File: config.mk
export PLATFORM = sky130hd
export DESIGN_NAME = alu_result_buffer
export DESIGN_NICKNAME = d
export VERILOG_FILES = /design/src/rtl/alu_pkg.sv /design/src/rtl/alu_result_fifo_mem.sv /design/src/rtl/alu_result_buffer.sv
export SDC_FILE = /design/constraint.sdc
export NUM_CORES = 1
export LEC_CHECK = 0
export ABC_CLOCK_PERIOD_IN_PS = 5800
export CAP_MARGIN = 20
export CORE_UTILIZATION = 57
export DETAILED_ROUTE_END_ITERATION = 10
export PLACE_DENSITY = 0.87
export SYNTH_ARGS = -nofsm -noshare
export SYNTH_HDL_FRONTEND = slang
export SYNTH_SLANG_ARGS = --single-unit
File: constraint.sdc
create_clock -name clk -period 5.8 [get_ports clk]
set_clock_uncertainty 0.15 [all_clocks]
set_input_delay 1.16 -clock clk [delete_from_list [all_inputs] [get_ports clk]]
set_output_delay 1.16 -clock clk [all_outputs]
set_load 0.03 [all_outputs]
File: src/rtl/alu_pkg.sv
// Shared types and constants for the 6-bit ALU and its downstream result buffer.
package alu_pkg;

  localparam int ALU_W = 6;
  localparam int OP_W  = 2;

  typedef struct packed {
    logic [OP_W-1:0]  op;
    logic [ALU_W-1:0] res;
    logic             cout;
  } alu_result_t;

  localparam logic [OP_W-1:0] OP_00 = 2'b00;
  localparam logic [OP_W-1:0] OP_01 = 2'b01;
  localparam logic [OP_W-1:0] OP_10 = 2'b10;
  localparam logic [OP_W-1:0] OP_11 = 2'b11;

endpackage

File: src/rtl/alu_result_fifo_mem.sv
// DEPTH x alu_result_t storage: synchronous write, asynchronous read.
// Contents are deliberately left unreset; validity is tracked by the owner's pointers.
module alu_result_fifo_mem
  import alu_pkg::*;
#(
  parameter int DEPTH = 4
) (
  input  logic                     clk,
  input  logic                     i_we,
  input  logic [$clog2(DEPTH)-1:0] i_waddr,
  input  alu_result_t              i_wdata,
  input  logic [$clog2(DEPTH)-1:0] i_raddr,
  output alu_result_t              o_rdata
);

  alu_result_t r_mem [DEPTH];

  // Write port
  always_ff @(posedge clk) begin
    if (i_we) begin
      r_mem[i_waddr] <= i_wdata;
    end
  end

  assign o_rdata = r_mem[i_raddr];

endmodule

File: src/rtl/alu_result_buffer.sv
// Captures ALU results into a small FIFO with valid/ready on both sides and
// keeps a saturating count of accepted results that carried out.
module alu_result_buffer
  import alu_pkg::*;
#(
  parameter int DEPTH = 4,
  parameter int CNT_W = 8
) (
  input  logic                     clk,
  input  logic                     rst_n,
  input  logic                     clr,
  input  logic                     in_valid,
  output logic                     in_ready,
  input  logic [5:0]               in_res,
  input  logic                     in_cout,
  input  logic [1:0]               in_op,
  output logic                     out_valid,
  input  logic                     out_ready,
  output logic [5:0]               out_res,
  output logic                     out_cout,
  output logic [1:0]               out_op,
  output logic [$clog2(DEPTH):0]   count,
  output logic [CNT_W-1:0]         carry_count
);

  localparam int AW = $clog2(DEPTH);
  localparam int CW = AW + 1;

  logic [AW-1:0]    r_wptr;
  logic [AW-1:0]    r_rptr;
  logic [CW-1:0]    r_count;
  logic [CNT_W-1:0] r_carry;

  logic        w_in_ready;
  logic        w_out_valid;
  logic        w_push;
  logic        w_pop;
  logic        w_we;
  alu_result_t w_wdata;
  alu_result_t w_rdata;

  // Handshake flags depend only on registered occupancy.
  assign w_in_ready  = (r_count != CW'(DEPTH));
  assign w_out_valid = (r_count != {CW{1'b0}});
  assign w_push      = in_valid && w_in_ready;
  assign w_pop       = w_out_valid && out_ready;
  assign w_we        = w_push && !clr;
  assign w_wdata     = {in_op, in_res, in_cout};

  alu_result_fifo_mem #(.DEPTH(DEPTH)) u_mem (
    .clk     (clk),
    .i_we    (w_we),
    .i_waddr (r_wptr),
    .i_wdata (w_wdata),
    .i_raddr (r_rptr),
    .o_rdata (w_rdata)
  );

  // Pointers, occupancy and carry counter; clr outranks push and pop.
  always_ff @(posedge clk or negedge rst_n) begin
    if (!rst_n) begin
      r_wptr  <= {AW{1'b0}};
      r_rptr  <= {AW{1'b0}};
      r_count <= {CW{1'b0}};
      r_carry <= {CNT_W{1'b0}};
    end else if (clr) begin
      r_wptr  <= {AW{1'b0}};
      r_rptr  <= {AW{1'b0}};
      r_count <= {CW{1'b0}};
      r_carry <= {CNT_W{1'b0}};
    end else begin
      if (w_push) begin
        r_wptr <= r_wptr + AW'(1);
      end
      if (w_pop) begin
        r_rptr <= r_rptr + AW'(1);
      end
      case ({w_push, w_pop})
        2'b10:   r_count <= r_count + CW'(1);
        2'b01:   r_count <= r_count - CW'(1);
        default: r_count <= r_count;
      endcase
      if (w_push && in_cout && (r_carry != {CNT_W{1'b1}})) begin
        r_carry <= r_carry + CNT_W'(1);
      end
    end
  end

  // Head entry is presented only while valid, otherwise zeros.
  always_comb begin
    out_res  = 6'd0;
    out_cout = 1'b0;
    out_op   = 2'b00;
    if (w_out_valid) begin
      out_res  = w_rdata.res;
      out_cout = w_rdata.cout;
      out_op   = w_rdata.op;
    end else begin
      out_res  = 6'd0;
      out_cout = 1'b0;
      out_op   = 2'b00;
    end
  end

  assign in_ready    = w_in_ready;
  assign out_valid   = w_out_valid;
  assign count       = r_count;
  assign carry_count = r_carry;

endmodule
After elaboration in Yosys (flattened, before gate mapping)
Memories as Yosys holds them, arrays and structs flattened.
Index checks and enable logic that the tools add are counted.
{ "classes": {"n_addsub": 5, "reduce_logical": 11, "eq_ne": 4, "muxes": 13} }
{ "ops": {"columns": ["op", "n"], "rows": [
  ["8-bit two-way mux", 2],
  ["2-bit two-way mux", 5],
  ["8-bit by 1-bit adder with 8-bit output, second input constant", 1],
  ["8-bit != test, second input constant", 1],
  ["6-bit two-way mux", 1],
  ["3-bit one-hot mux with 2 select lines", 1],
  ["2-bit nonzero test", 3],
  ["3-bit nonzero test", 2],
  ["1-bit logical AND", 5],
  ["2-bit by 1-bit adder with 2-bit output, second input constant", 2],
  ["3-bit by 1-bit adder with 3-bit output, second input constant", 1],
  ["1-bit two-way mux", 3],
  ["3-bit two-way mux", 1],
  ["3-bit != test, second input constant", 1],
  ["3-bit by 1-bit subtractor with 3-bit output, second input constant", 1],
  ["2-bit by 1-bit == test with 1-bit output, second input constant", 1],
  ["2-bit == test, second input constant", 1],
  ["1-bit zero test", 1]
]} }
{ "totals": {"ram_bits": 36, "elab_cells": 38, "memories": 1, "reg_bits": 15} }
{ "mem_list": {"columns": ["memory", "words", "word_bits", "read_ports", "rd_ports_with_merged_regs", "write_ports", "line", "text"], "rows": [
  ["u_mem.r_mem", 4, 9, 1, 0, 1, "alu_result_fifo_mem.sv:16", "alu_result_t r_mem [DEPTH];"]
]} }

Depth between registers and ports, before layout
Gate-level depths: netlist of the first run.
{ "logic_depth": {"word_depth": 6, "mapped_depth": 6, "ltp_nobuf": 6} }

Hierarchy
A second synthesis of the first run with hierarchy kept.
{ "hier_totals": {"hier_cells": 145, "area_unflattened_um2": 2250.9} }
{ "by_module_without_submodules": {"columns": ["module", "instances", "area_per_inst_um2", "cells_per_inst", "seq_area_each_um2"], "rows": [
  ["alu_result_fifo_mem", 1, 1331.3, 51, 1081.0],
  ["alu_result_buffer", 1, 919.6, 94, 375.4]
]} }

Worst setup path after synthesis of the first run
OpenSTA, ideal clock, no wires.
{ "synth_path": {"path_kind": "reg2out", "start": "register r_count[0], in the netlist count[0]", "end": "output port out_cout", "arrival_ps": 1596, "path_buffers": 1, "path_slack_ps": 2894, "stages_incl_launch_ff": 4, "path_cell_list": "dfrtp_1 or3_1 clkbuf_1 and2_1"} }
{ "synth_via": {"elab_chain_cells": 2} }
{ "synth_lines": {"columns": ["element", "line", "text"], "rows": [
  ["start, declared", "alu_result_buffer.sv:31", "logic [CW-1:0] r_count;"],
  ["start signal, assigned", "alu_result_buffer.sv:64", "r_count <= {CW{1'b0}};"],
  ["start signal, assigned", "alu_result_buffer.sv:69", "r_count <= {CW{1'b0}};"],
  ["start signal, assigned", "alu_result_buffer.sv:79", "2'b10: r_count <= r_count + CW'(1);"],
  ["3-bit nonzero test", "alu_result_buffer.sv:44", "assign w_out_valid = (r_count != {CW{1'b0}});"],
  ["via out_valid", "alu_result_buffer.sv:17", "output logic out_valid,"],
  ["1-bit two-way mux", "alu_result_buffer.sv:94", "if (w_out_valid) begin"],
  ["end, declared", "alu_result_buffer.sv:20", "output logic out_cout,"]
]} }
The timed path passes the listed nets, and every way through them passes these cells.

Final worst setup path of the first run
{ "layout_path": {"start": "register r_rptr[0]", "end": "output port out_res[1]"} }
{ "layout_via": {"elab_chain_cells": 2} }
{ "layout_lines": {"columns": ["element", "line", "text"], "rows": [
  ["start, declared", "alu_result_buffer.sv:30", "logic [AW-1:0] r_rptr;"],
  ["start signal, assigned", "alu_result_buffer.sv:63", "r_rptr <= {AW{1'b0}};"],
  ["start signal, assigned", "alu_result_buffer.sv:68", "r_rptr <= {AW{1'b0}};"],
  ["start signal, assigned", "alu_result_buffer.sv:76", "r_rptr <= r_rptr + AW'(1);"],
  ["memory 4 x 9 bit", null, null],
  ["6-bit two-way mux", "alu_result_buffer.sv:94", null],
  ["end, declared", "alu_result_buffer.sv:19", "output logic [5:0] out_res,"]
]} }
Every way passes these cells.

==> impl.org, run 1 <==
** GRT
- Global routing consumed, over all layers together, 23.76% of the routing resources.
- Initial antenna violation count :: 0
- The total overflow left after global routing is 0.
- Largest net degree at the start of global routing :: 20
- Via count of the first global-routing pass :: 1,514
- The first global-routing pass estimated 7.314 mm of wire.

** STA
- Of the available clock period, the critical path in the final layout requires 63.68%.
- RSZ-0062 raised after global routing :: false
- On the final layout, the worst hold slack is 0.4275 ns.
- Setup-failing EPs final :: 0
- The count of endpoints failing hold in the final timing report came to 0.
- Count of pins over their slew limit :: 0
- After routing, the total negative slack on setup checks comes to 0 ns.
- Static timing analysis puts the maximum clock frequency at 270.7 MHz.
- Post-layout worst setup margin :: 2.107 ns
- After layout, the minimum clock period comes to 3.693 ns.
- At the pin with the least slew margin, the transition time is 0.6898 ns.
- In this run the tightest slew margin relative to its limit is 53.87%.

** Critical path
- STA puts the critical path data required time at 4.49 ns.
- The worst setup path is launched from a flip-flop.
- Crit Path Class :: flip-flop to output port
- Reg2reg path depth :: 5
- Kind of capture point of the worst setup path :: output port
- For the worst setup path, the data arrival time is 2.38 ns.
- In this run the worst path has a maximum fanout of 11.

** Synthesis
- Counting flops and latches in the post-synthesis netlist gives 51.
- Sequential elements use 63.78% of the synthesized area.
- In the synthesized netlist the dominant register cell turns out to be edfxtp_1.
- Synth Net Count :: 173
- The largest total area in the synthesized netlist belongs to edfxtp_1.
- During synthesis, Yosys emitted a total of 0 warnings.
- Post-synth cell types :: 40
- After synthesis the cells add up to 2283 sq um.
- After synthesis, the cell types taking the most area are edfxtp_1 47%, dfrtp_1 16%, mux4_2 8.9%.
- Synthesized area per cell :: 14.92 sq um
- Syn Inst Count :: 153
- Share of synthesized registers carrying an async set or reset :: 29.41%
- The synthesized design contains 36 enable-type register cells.
- Of the post-synthesis cell area, the dominant cell type holds 47.34%.

** Power and ir drop
- Maximum resistive drop on vdd :: 0.2290 mV
- The analysis attributes to cell leakage a power of 0.9562 nW.
- Power per cell area :: 386.5 nW/um^2

** Detailed routing
- Number of DRC markers after the initial detailed-route iteration :: 80
- In the routed design, unresolved DRC markers number 0.
- Drt pass-1 iters :: 4
- After detailed routing, the total wire length is 4.206 mm.
- Detailed-route wire length per cell :: 17.67 um
- Remaining antenna violation count after routing :: 0
- Using the TritonRoute via totals, the vias-per-cell ratio works out to 6.046.
- Overall via count from detail_route :: 1,439

** CTS
- Number of H-tree levels :: 2
- The clock passes through at most 2 buffers.
- Post-CTS timing repair inserted 0 buffers for setup.
- Clock-pin slew was measured on the worst setup and hold paths at 0.08 ns.
- Counting the buffers created by CTS gives 5.
- For this design, the sink count on the clock tree is 51.
- After clock tree synthesis, the repair step resized 0 gates.
- Cts-stage hold buffer count :: 0
- Clock latency on the worst-skew pair, taken at its later pin, is 0.30 ns.
- The tree is rooted in a clkbuf_8.
- TritonCTS built the clock tree.

** Floorplan
- The die is 65.30 um tall.
- The floorplan step set the die width to 65.30 um.
- The initialized floorplan defines 22 standard-cell rows.
- Floorplan die area :: 4263 sq um
- Initial standard-cell utilization of the core :: 61.00%
- Count of pins on the block boundary :: 36
- The core region is 3744 sq um.

** Final layout
- Filler cells :: 257
- Layout Area Growth over Synthesis :: 20.27%
- The library cell used most frequently in the layout, excluding fill and tap cells, is edfxtp_1.
- Cells with a size suffix above 1 make up 11.58% of the layout.
- 0 antenna diodes ended up in the layout.
- Leading cell types in the layout, fill and taps excluded :: 36 x edfxtp_1, 35 x clkdlybuf4s50_1, 15 x dfrtp_1, 13 x and2_1, 9 x mux4_2
- Post-route non-filler standard cell count :: 238
- In the final design database the tool counted 209 nets.

** Flow run
- The tool flagged a number of max-cap violations equal to 0.

** Min path
- Hold depth :: 1
- In this run the worst hold path is classified as flip-flop to flip-flop.

** Place
- Cell count after placement :: 230
- At the end of routability-driven placement, the weighted congestion stood at 0.8447.
- Buffers placed on the I/O ports in this run total 35.
- After legalization and detailed placement, the total HPWL measured 3.087 mm.
- At the placement stage, the worst setup path has a slack of 2.373 ns.

** Status
- Result of the run :: finished clean
==> cells in the mapped netlist, types with 2 or more instances <==
cell      count
nand3_1       5
nand2_1       7
edfxtp_1     36
nor3_1        3
a21oi_1       6
ha_1          5
o41ai_1       2
o21ai_0       2
clkbuf_1      4
nor4_1        2
xor2_1        2
nor2_1        8
and2_1       13
inv_1         4
nor4b_1       2
o31ai_1       2
dfrtp_1      15
mux4_2        9
or3_1         2
a211oi_1      2
nor2b_1       3
==> stage by stage <==
stage / power (mW) / util (%) / cell area, sq um
CTS: 1.072 / 73.36 / 2746
global route: 1.116 / 73.36 / 2746
detailed placement: 0.8841 / 71.12 / 2663
global placement: 0.8651 / 71.12 / 2663
floorplan: 0.7309 / - / 2283
finish: 1.061 / 73.36 / 2746
==> metal layers <==
metal / GRT usage, % / share of wire [%]
met1: 30.23 / 40
met2: 40.46 / 54
met3: 4.688 / 4.0
met4: 8.696 / 2.1
met5: 0 / 0
==> kinds of logic (layout without fill, tap and decap cells) <==
logic type	count (synthesis)	after routing	synth area share [%]
xor gates and xnor gates	3	3	1.151
muxes	11	11	9.808
AOI/OAI and AO/OA	19	19	5.754
buffers and inverters	11	48	2.301
DFF	51	51	63.78
adders and majority gates	6	6	3.616
and+or+nand+nor	52	52	13.59
==> final cells by class <==
type / count / area [sq um] / area share (%)
flip-flops and latches: 51 / 1456 / 53.03
multi-input cells: 91 / 774.5 / 28.20
repair buffers: 35 / 350.3 / 12.76
clock buffers: 5 / 68.82 / 2.506
well taps: 48 / 60.06 / 2.187
inverters: 5 / 21.27 / 0.7745
clock inverters: 3 / 15.01 / 0.5467
==> power by group <==
group | leakage [nW] | switching (mW) | total (mW) | internal [mW]
registers | 0.532 | 0.0440 | 0.468 | 0.424
logic | 0.385 | 0.217 | 0.401 | 0.184
clock network | 0.0392 | 0.110 | 0.192 | 0.0820
==> worst max-delay path, stage by stage, from the launching register on <==
cell	delay, ns
dfrtp_1	0.74
mux4_2	0.58
and2_1	0.17
clkdlybuf4s50_1	0.59
==> sequential cells by signal (all words and copies together) (netlist names) <==
| name | flops |
|---|---|
| u_mem.r_mem | 36 |
| carry_count | 8 |
| count | 3 |
| r_rptr | 2 |
| r_wptr | 2 |
==> path summary, 6_finish.rpt <==
check                      slack (ns)             end           start
min reg2reg                      0.43  carry_count[2]  carry_count[2]
min in group asynchronous        1.12  carry_count[1]           rst_n
max in group asynchronous        3.94        count[2]           rst_n
max reg2reg                      3.41        count[2]        count[0]
max                              2.11      out_res[1]       r_rptr[0]
min                              0.43  carry_count[2]  carry_count[2]
Note: power is estimated with default switching activity, not from simulation.
==> run 2: changes to the inputs <==
--- a/config.mk
+++ b/config.mk
@@ -5,11 +5,11 @@
 export SDC_FILE = /design/constraint.sdc
 export NUM_CORES = 1
 export LEC_CHECK = 0
-export ABC_CLOCK_PERIOD_IN_PS = 5800
+export ABC_CLOCK_PERIOD_IN_PS = 3370
 export CAP_MARGIN = 20
-export CORE_UTILIZATION = 57
+export CORE_UTILIZATION = 48
 export DETAILED_ROUTE_END_ITERATION = 10
-export PLACE_DENSITY = 0.87
+export PLACE_DENSITY = 0.78
 export SYNTH_ARGS = -nofsm -noshare
 export SYNTH_HDL_FRONTEND = slang
 export SYNTH_SLANG_ARGS = --single-unit
==> constraint.sdc (replaced) <==
create_clock -name clk -period 3.37 [get_ports clk]
set_clock_uncertainty 0.15 [all_clocks]
set_input_delay 0.674 -clock clk [delete_from_list [all_inputs] [get_ports clk]]
set_output_delay 0.674 -clock clk [all_outputs]
set_load 0.03 [all_outputs]
==> run 2 against run 1 <==
Effect of this change:
- the run now ends with DRC left
- non-clock buffer count increased by 2
- routed wire length increased by 6.1%
- hold slack about the same
- sequential cell count unchanged
- largest power group unchanged
- highest routed layer unchanged
==> impl.org, run 2 (synthesis results as in run 1) <==
** Detailed routing
- After detailed routing, the number of remaining DRC violations is 3.
- After detailed routing, the number of vias per cell comes to 5.881.
- In the final routed layout, each cell accounts on average for 18.28 um.
- After the first detailed-routing iteration, the DRC count stood at 76.
- Overall via count from detail_route :: 1,435
- Drt pass-1 iters :: 9
- Final wirelength :: 4.461 mm
- Remaining antenna violation count after routing :: 0

** Critical path
- STA classifies the critical path endpoint as an output port.
- The critical path in this run is classified as flip-flop to output port.
- Crit-path max cell delay :: 0.58 ns
- The most critical setup path has its startpoint at r_rptr[0].
- Worst r2r src :: count[0]
- Total stage count of the critical path :: 4
- Highest-delay cell along the critical path :: clkdlybuf4s50_1
- The worst setup path is launched from a flip-flop.
- Walking the worst path, the cells encountered are buf_12 > mux4_2 > and2_1 > clkdlybuf4s50_1.
- Together, buffers and inverters on the worst path number 2.
- CP delay by family, top :: buffers and inverters
- Setup slack on the worst reg-to-reg path comes out at 0.99 ns.
- For the worst setup path, the data required time is 2.55 ns.
- Data on the critical path arrives at its endpoint at 2.24 ns.
- Of all nets on the critical path, the largest fanout is 7.
- The number of cells on the worst reg-to-reg path is 5.
- The endpoint identified for the worst register-to-register timing path is count[2].

** CTS
- The clock passes through at most 2 buffers.
- The H-tree was split into 2 levels.
- Counting every sink on the clock net gives 51.
- Post-CTS setup-driven buffer insertion count :: 0
- Cts bufs inserted :: 5
- The tree is rooted in a clkbuf_8.
- Clk pin slew, worst setup/hold paths :: 0.09 ns
- The later pin in the worst-skew pair is clocked with a latency of 0.30 ns.
- Buffers inserted to repair hold after CTS numbered 0.
- Gates resized during post-CTS repair numbered 0.
- TritonCTS built the clock tree.

** Place
- The HPWL after detailed placement is 3.207 mm.
- Cell count after placement :: 236
- Total of buffers placed on input and output ports :: 35
- At the end of routability-driven placement, the weighted congestion stood at 0.7645.
- Post-placement cell area :: 2695 sq um
- Setup slack after placement :: 0.5971 ns

** Final layout
- The layout has 332 filler cells.
- Final instance area :: 2776 sq um
- Post-route non-filler standard cell count :: 244
- u_mem.r_mem holds more flip-flops than any other register.
- In the final layout, the share of cells above drive strength 1 is 12.50%.
- Multi-input combinational cell area :: 774.5 sq um
- Summing all flip-flop and latch instances after layout gives 1456 sq um.
- The final layout contains 211 nets.
- Antenna diode instance count :: 0
- Layout Area Growth over Synthesis :: 21.59%
- Post-layout utilization of the core :: 62.05%
- The library cells used most frequently in the layout, excluding fill and tap cells, are 36 x edfxtp_1, 35 x clkdlybuf4s50_1, 15 x dfrtp_1, 13 x and2_1, 9 x mux4_2.
- Leaving out fill and tap cells, the most frequent cell in the layout is edfxtp_1.
- Number of flip-flops in the largest register :: 36

** GRT
- Initial antenna violation count :: 0
- Global routing finished with a remaining overflow of 0.
- Global Route Usage Sum :: 20.45%
- The via count of the first global-routing pass is 1,540.
- Global-route wire length before repair :: 7.603 mm
- Entering global routing, the biggest net connects 16 pins.

** Status
- Failing checks :: DRC
- The flow ran to the end, but the final reports show violations.

** STA
- Final worst path period share :: 90.94%
- Final hold vios :: 0
- Headroom to the max-slew limit came out at 53.11%.
- Setup slack on the critical path of the routed design comes to 0.3053 ns.
- Setup repair after global routing left no endpoint under its margin.
- Setup violations remaining at the end of the flow were counted as 0.
- Fin crit period :: 3.065 ns
- For this run, the top clock speed supported by timing is 326.3 MHz.
- The final max-slew violation count is 0.
- For the final routed database, the setup TNS stands at 0 ns.
- At the pin with the least slew margin, the transition time is 0.7011 ns.
- Across all hold checks on the routed design, the worst slack comes to 0.4273 ns.

** Power and ir drop
- Final Total Pwr :: 1.852 mW
- Power per cell area :: 667.0 nW/um^2
- LEAKAGE :: 0.9725 nW
- IR analysis of the VDD net gives a maximum drop of 0.2867 mV.

** Min path
- Worst min-delay path endpoint :: r_wptr[1]
- Hold path startpoint :: r_wptr[1]
- Counting instances, the worst hold path has a depth of 2.
- Classification of the worst-slack hold path :: flip-flop to flip-flop

** Floorplan
- The region available for standard cell placement spans 4474 sq um.
- The die covers 5037 sq um.
- Once the floorplan was initialized, standard cells occupied 51.03% of the core.
- Row generation in the floorplan step produced 24 rows.
- Width of the die :: 70.97 um
- The floorplan step set the die height to 70.97 um.
- Pin placement for this block handled 36 I/O pins.

** Flow run
- Count of maximum capacitance violations :: 0
run 2: changes by cell type in the layout (fill, tap and decap cells not counted), sizes merged:
cell,before,now
buf,0,2
clkbuf,5,7
clkinvlp,1,0
clkinv,2,1
run 2: worst max path at each step:
stage	to	slack [ns]
4_1_cts	out_res[0]	0.26
2_1_floorplan	out_cout	0.95
3_5_place_dp	out_res[0]	0.60
3_3_place_gp	out_op[0]	0.64
5_1_grt	out_op[0]	0.18
6_report	out_res[0]	0.31
run 2: cell type report:
| type | instances | share of cell area, % |
|---|---|---|
| Sequential cell | 51 | 52.46 |
| Multi-Input combinational cell | 91 | 27.90 |
| Timing Repair Buffer | 37 | 13.61 |
| Clock buffer | 7 | 2.749 |
| Tap cell | 52 | 2.343 |
| Inverter | 5 | 0.7661 |
| Clock inverter | 1 | 0.1803 |
run 2: worst min-delay path, cell delays in order, from the launching register on:
cell and delay [ns]:
dfrtp_1 0.42, nand2_1 0.07, a21oi_1 0.06
run 2: power by group:
| group | internal (mW) | switching, mW | leakage [nW] |
|---|---|---|---|
| clock network | 0.146 | 0.190 | 0.0422 |
| registers | 0.729 | 0.0618 | 0.532 |
| logic | 0.334 | 0.391 | 0.398 |
run 2: metal layers:
| layer | wire length, um | global-route usage (%) | up-vias |
|---|---|---|---|
| met5 | 0 | 0 | - |
| met4 | 59 | 7.778 | 0 |
| met3 | 183 | 5.128 | 6 |
| met2 | 2363 | 36.32 | 42 |
| met1 | 1854 | 24.00 | 718 |
| li1 | - | - | 669 |
==> run 3: changes to the inputs <==
--- a/config.mk
+++ b/config.mk
@@ -7,9 +7,11 @@
 export LEC_CHECK = 0
 export ABC_CLOCK_PERIOD_IN_PS = 3370
 export CAP_MARGIN = 20
-export CORE_UTILIZATION = 48
+export CORE_UTILIZATION = 59
+export CTS_BUF_LIST = sky130_fd_sc_hd__clkbuf_4
 export DETAILED_ROUTE_END_ITERATION = 10
-export PLACE_DENSITY = 0.78
+export DONT_BUFFER_PORTS = 1
+export PLACE_DENSITY = 0.81
 export SYNTH_ARGS = -nofsm -noshare
 export SYNTH_HDL_FRONTEND = slang
 export SYNTH_SLANG_ARGS = --single-unit
==> run 3 against run 2 <==
Effect of this change:
- the run now ends clean
- critical path type unchanged
- cell count shrank 16%
- sequential cell count is the same
- critical endpoint is now out_op[1]
- first-iteration DRC count is 21% lower
- highest routed layer unchanged
- worst setup slack improved by 0.18 ns
- global-route usage rose by 0.86 points
==> impl.org, run 3 (synthesis results as in run 1) <==
** GRT
- Global-route congestion overflow total :: 0
- The first global-routing pass estimated 6.327 mm of wire.
- Via count of the first global-routing pass :: 1,286
- The number of antenna violations at the first check in global routing came to 0.
- In the global route stage, overall resource usage came out at 21.31%.
- Largest net degree at the start of global routing :: 20

** Floorplan
- In this run the horizontal extent of the chip is 64.21 um.
- Row generation in the floorplan step produced 22 rows.
- Initial standard-cell utilization of the core :: 61.91%
- After floorplanning, the core was sized to cover 3689 sq um.
- Measured along the y axis, the die boundary spans 64.21 um.
- 36 I/O pins were placed.
- Floorplan die area :: 4123 sq um

** Final layout
- Excluding fillers, the count of instances in the completed layout stands at 204.
- The register with the most flip-flops in the layout has 36 of them.
- Share of layout cells above drive strength 1 :: 15.38%
- Leading cell types in the layout, fill and taps excluded :: 36 x edfxtp_1, 15 x dfrtp_1, 13 x and2_1, 9 x mux4_2, 8 x nor2_1
- The repair_antennas step left the layout with diodes totalling 0.
- Most common cell after layout, fill and taps aside :: edfxtp_1
- More flip-flops sit in one register than any other, and that register is u_mem.r_mem.
- For this run, the share of the core covered by cells in the final layout is 64.52%.
- Filler cells :: 267
- From synthesis to final layout, the design area changed by 4.219%.
- Nets :: 175

** STA
- Count of pins over their slew limit :: 0
- RSZ-0062 raised after global routing :: false
- Setup-failing EPs final :: 0
- Post-layout worst setup margin :: 0.4818 ns
- Max transition margin :: 54.12%
- The count of endpoints failing hold in the final timing report was 0.
- Worst slew pin tran :: 0.6860 ns
- Maximum achievable frequency :: 346.2 MHz
- The final critical path takes up 85.70% of the cycle.
- In the final timing run, aggregate negative setup slack is 0 ns.
- Fin crit period :: 2.888 ns

** Critical path
- Data on the critical path is required at its endpoint by 2.55 ns.
- On the critical path, the stage with the largest delay is an instance of dfrtp_1.
- Crit Path Class :: flip-flop to output port
- Kind of capture point of the worst setup path :: output port
- Crit-path max cell delay :: 0.70 ns
- Along the worst path, the maximum fanout reaches 11.
- STA classifies the critical path startpoint as a flip-flop.
- Among cell families on the critical path, the largest total delay comes from simple AND/OR/NAND/NOR gates.
- The signal on the critical path passes through or3_1 > and2_1.
- Signal arrival time at the worst endpoint :: 2.06 ns
- Buffers and inverters on the worst path :: 0

** CTS
- In this run the number of H-tree levels came out at 2.
- Post-CTS setup-driven buffer insertion count :: 0
- The root buffer cell chosen for the clock tree is clkbuf_4.
- Clk sinks :: 51
- Clock tree from TritonCTS :: done
- Clock insertion delay at the later pin of the skew report :: 0.37 ns
- Longest Clk Path Bufs :: 2
- The number of clock buffers added by TritonCTS is 5.
- Clock-pin slew was measured on the worst setup and hold paths at 0.15 ns.

** Detailed routing
- The routed design has 3.822 mm of wire.
- Detailed-route wire length per cell :: 18.74 um
- Remaining antenna violation count after routing :: 0
- Overall via count from detail_route :: 1,283
- Number of DRC markers after the initial detailed-route iteration :: 60
- Detailed-route DRC error count :: 0
- Drt pass-1 iters :: 4
- Via-to-Cell Ratio :: 6.289

** Place
- Cell count after placement :: 195
- Buffers placed on the I/O ports in this run total 0.
- Setup slack after placement :: 0.8419 ns
- Summed over all nets, the half-perimeter wirelength after detailed placement is 2.626 mm.
- At the end of routability-driven placement, the weighted congestion stood at 0.8229.

** Power and ir drop
- LEAKAGE :: 0.8192 nW
- Dividing total power by cell area gives a power density of 662.5 nW/um^2.
- Maximum resistive drop on vdd :: 0.2926 mV

** Status
- Result of the run :: finished clean

** Min path
- The tightest min-delay check is of the input port to flip-flop type.

** Flow run
- Count of maximum capacitance violations :: 0
[run 3: area by class of cell]
cell class | count | area, sq um | area share, %
Timing Repair Buffer | 1 | 10.01 | 0.4206
Clock inverter | 3 | 20.02 | 0.8412
Sequential cell | 51 | 1456 | 61.20
Tap cell | 48 | 60.06 | 2.524
Inverter | 5 | 21.27 | 0.8938
Clock buffer | 5 | 37.54 | 1.577
Multi-Input combinational cell | 91 | 774.5 | 32.54
[run 3: routing by layer]
metal  global-route usage [%]  routed length [um]
met3                    6.964                 249
met1                    28.04                1635
met4                    8.333                  61
met5                        0                   0
met2                    33.11                1875
[run 3: metrics by stage]
stage               hold slack, ns  power (mW)  instance area (sq um)
finish                      0.1884       1.577                   2380
global route                0.1651       1.656                   2380
CTS                         0.1701       1.593                   2380
detailed placement          0.2286       1.323                   2312
global placement            0.2287       1.304                   2312
floorplan                   0.2284       1.258                   2283
[run 3: timing repair]
action / CTS / global route
resized for setup: 0 / 0
hold buffers: 1 / 0
hold endpoints to repair: 15 / 0
[run 3: final timing paths]
path	start	cells past startpoint	slack, ns	end
worst max-delay path	count[0]	2	0.48	out_op[1]
worst min-delay path	clr	1	0.19	r_wptr[1]
worst max register to register	count[0]	5	0.82	count[2]
worst min register to register	r_wptr[1]	2	0.44	r_wptr[1]
max in group asynchronous	rst_n	1	2.02	count[2]
min in group asynchronous	rst_n	1	0.61	carry_count[4]
[run 3: power breakdown]
part / total (mW) / switching, mW / internal [mW]
Combinational: 0.466 / 0.307 / 0.159
Sequential: 0.838 / 0.110 / 0.728
Clock: 0.272 / 0.192 / 0.0799
Total: 1.58 / 0.609 / 0.967
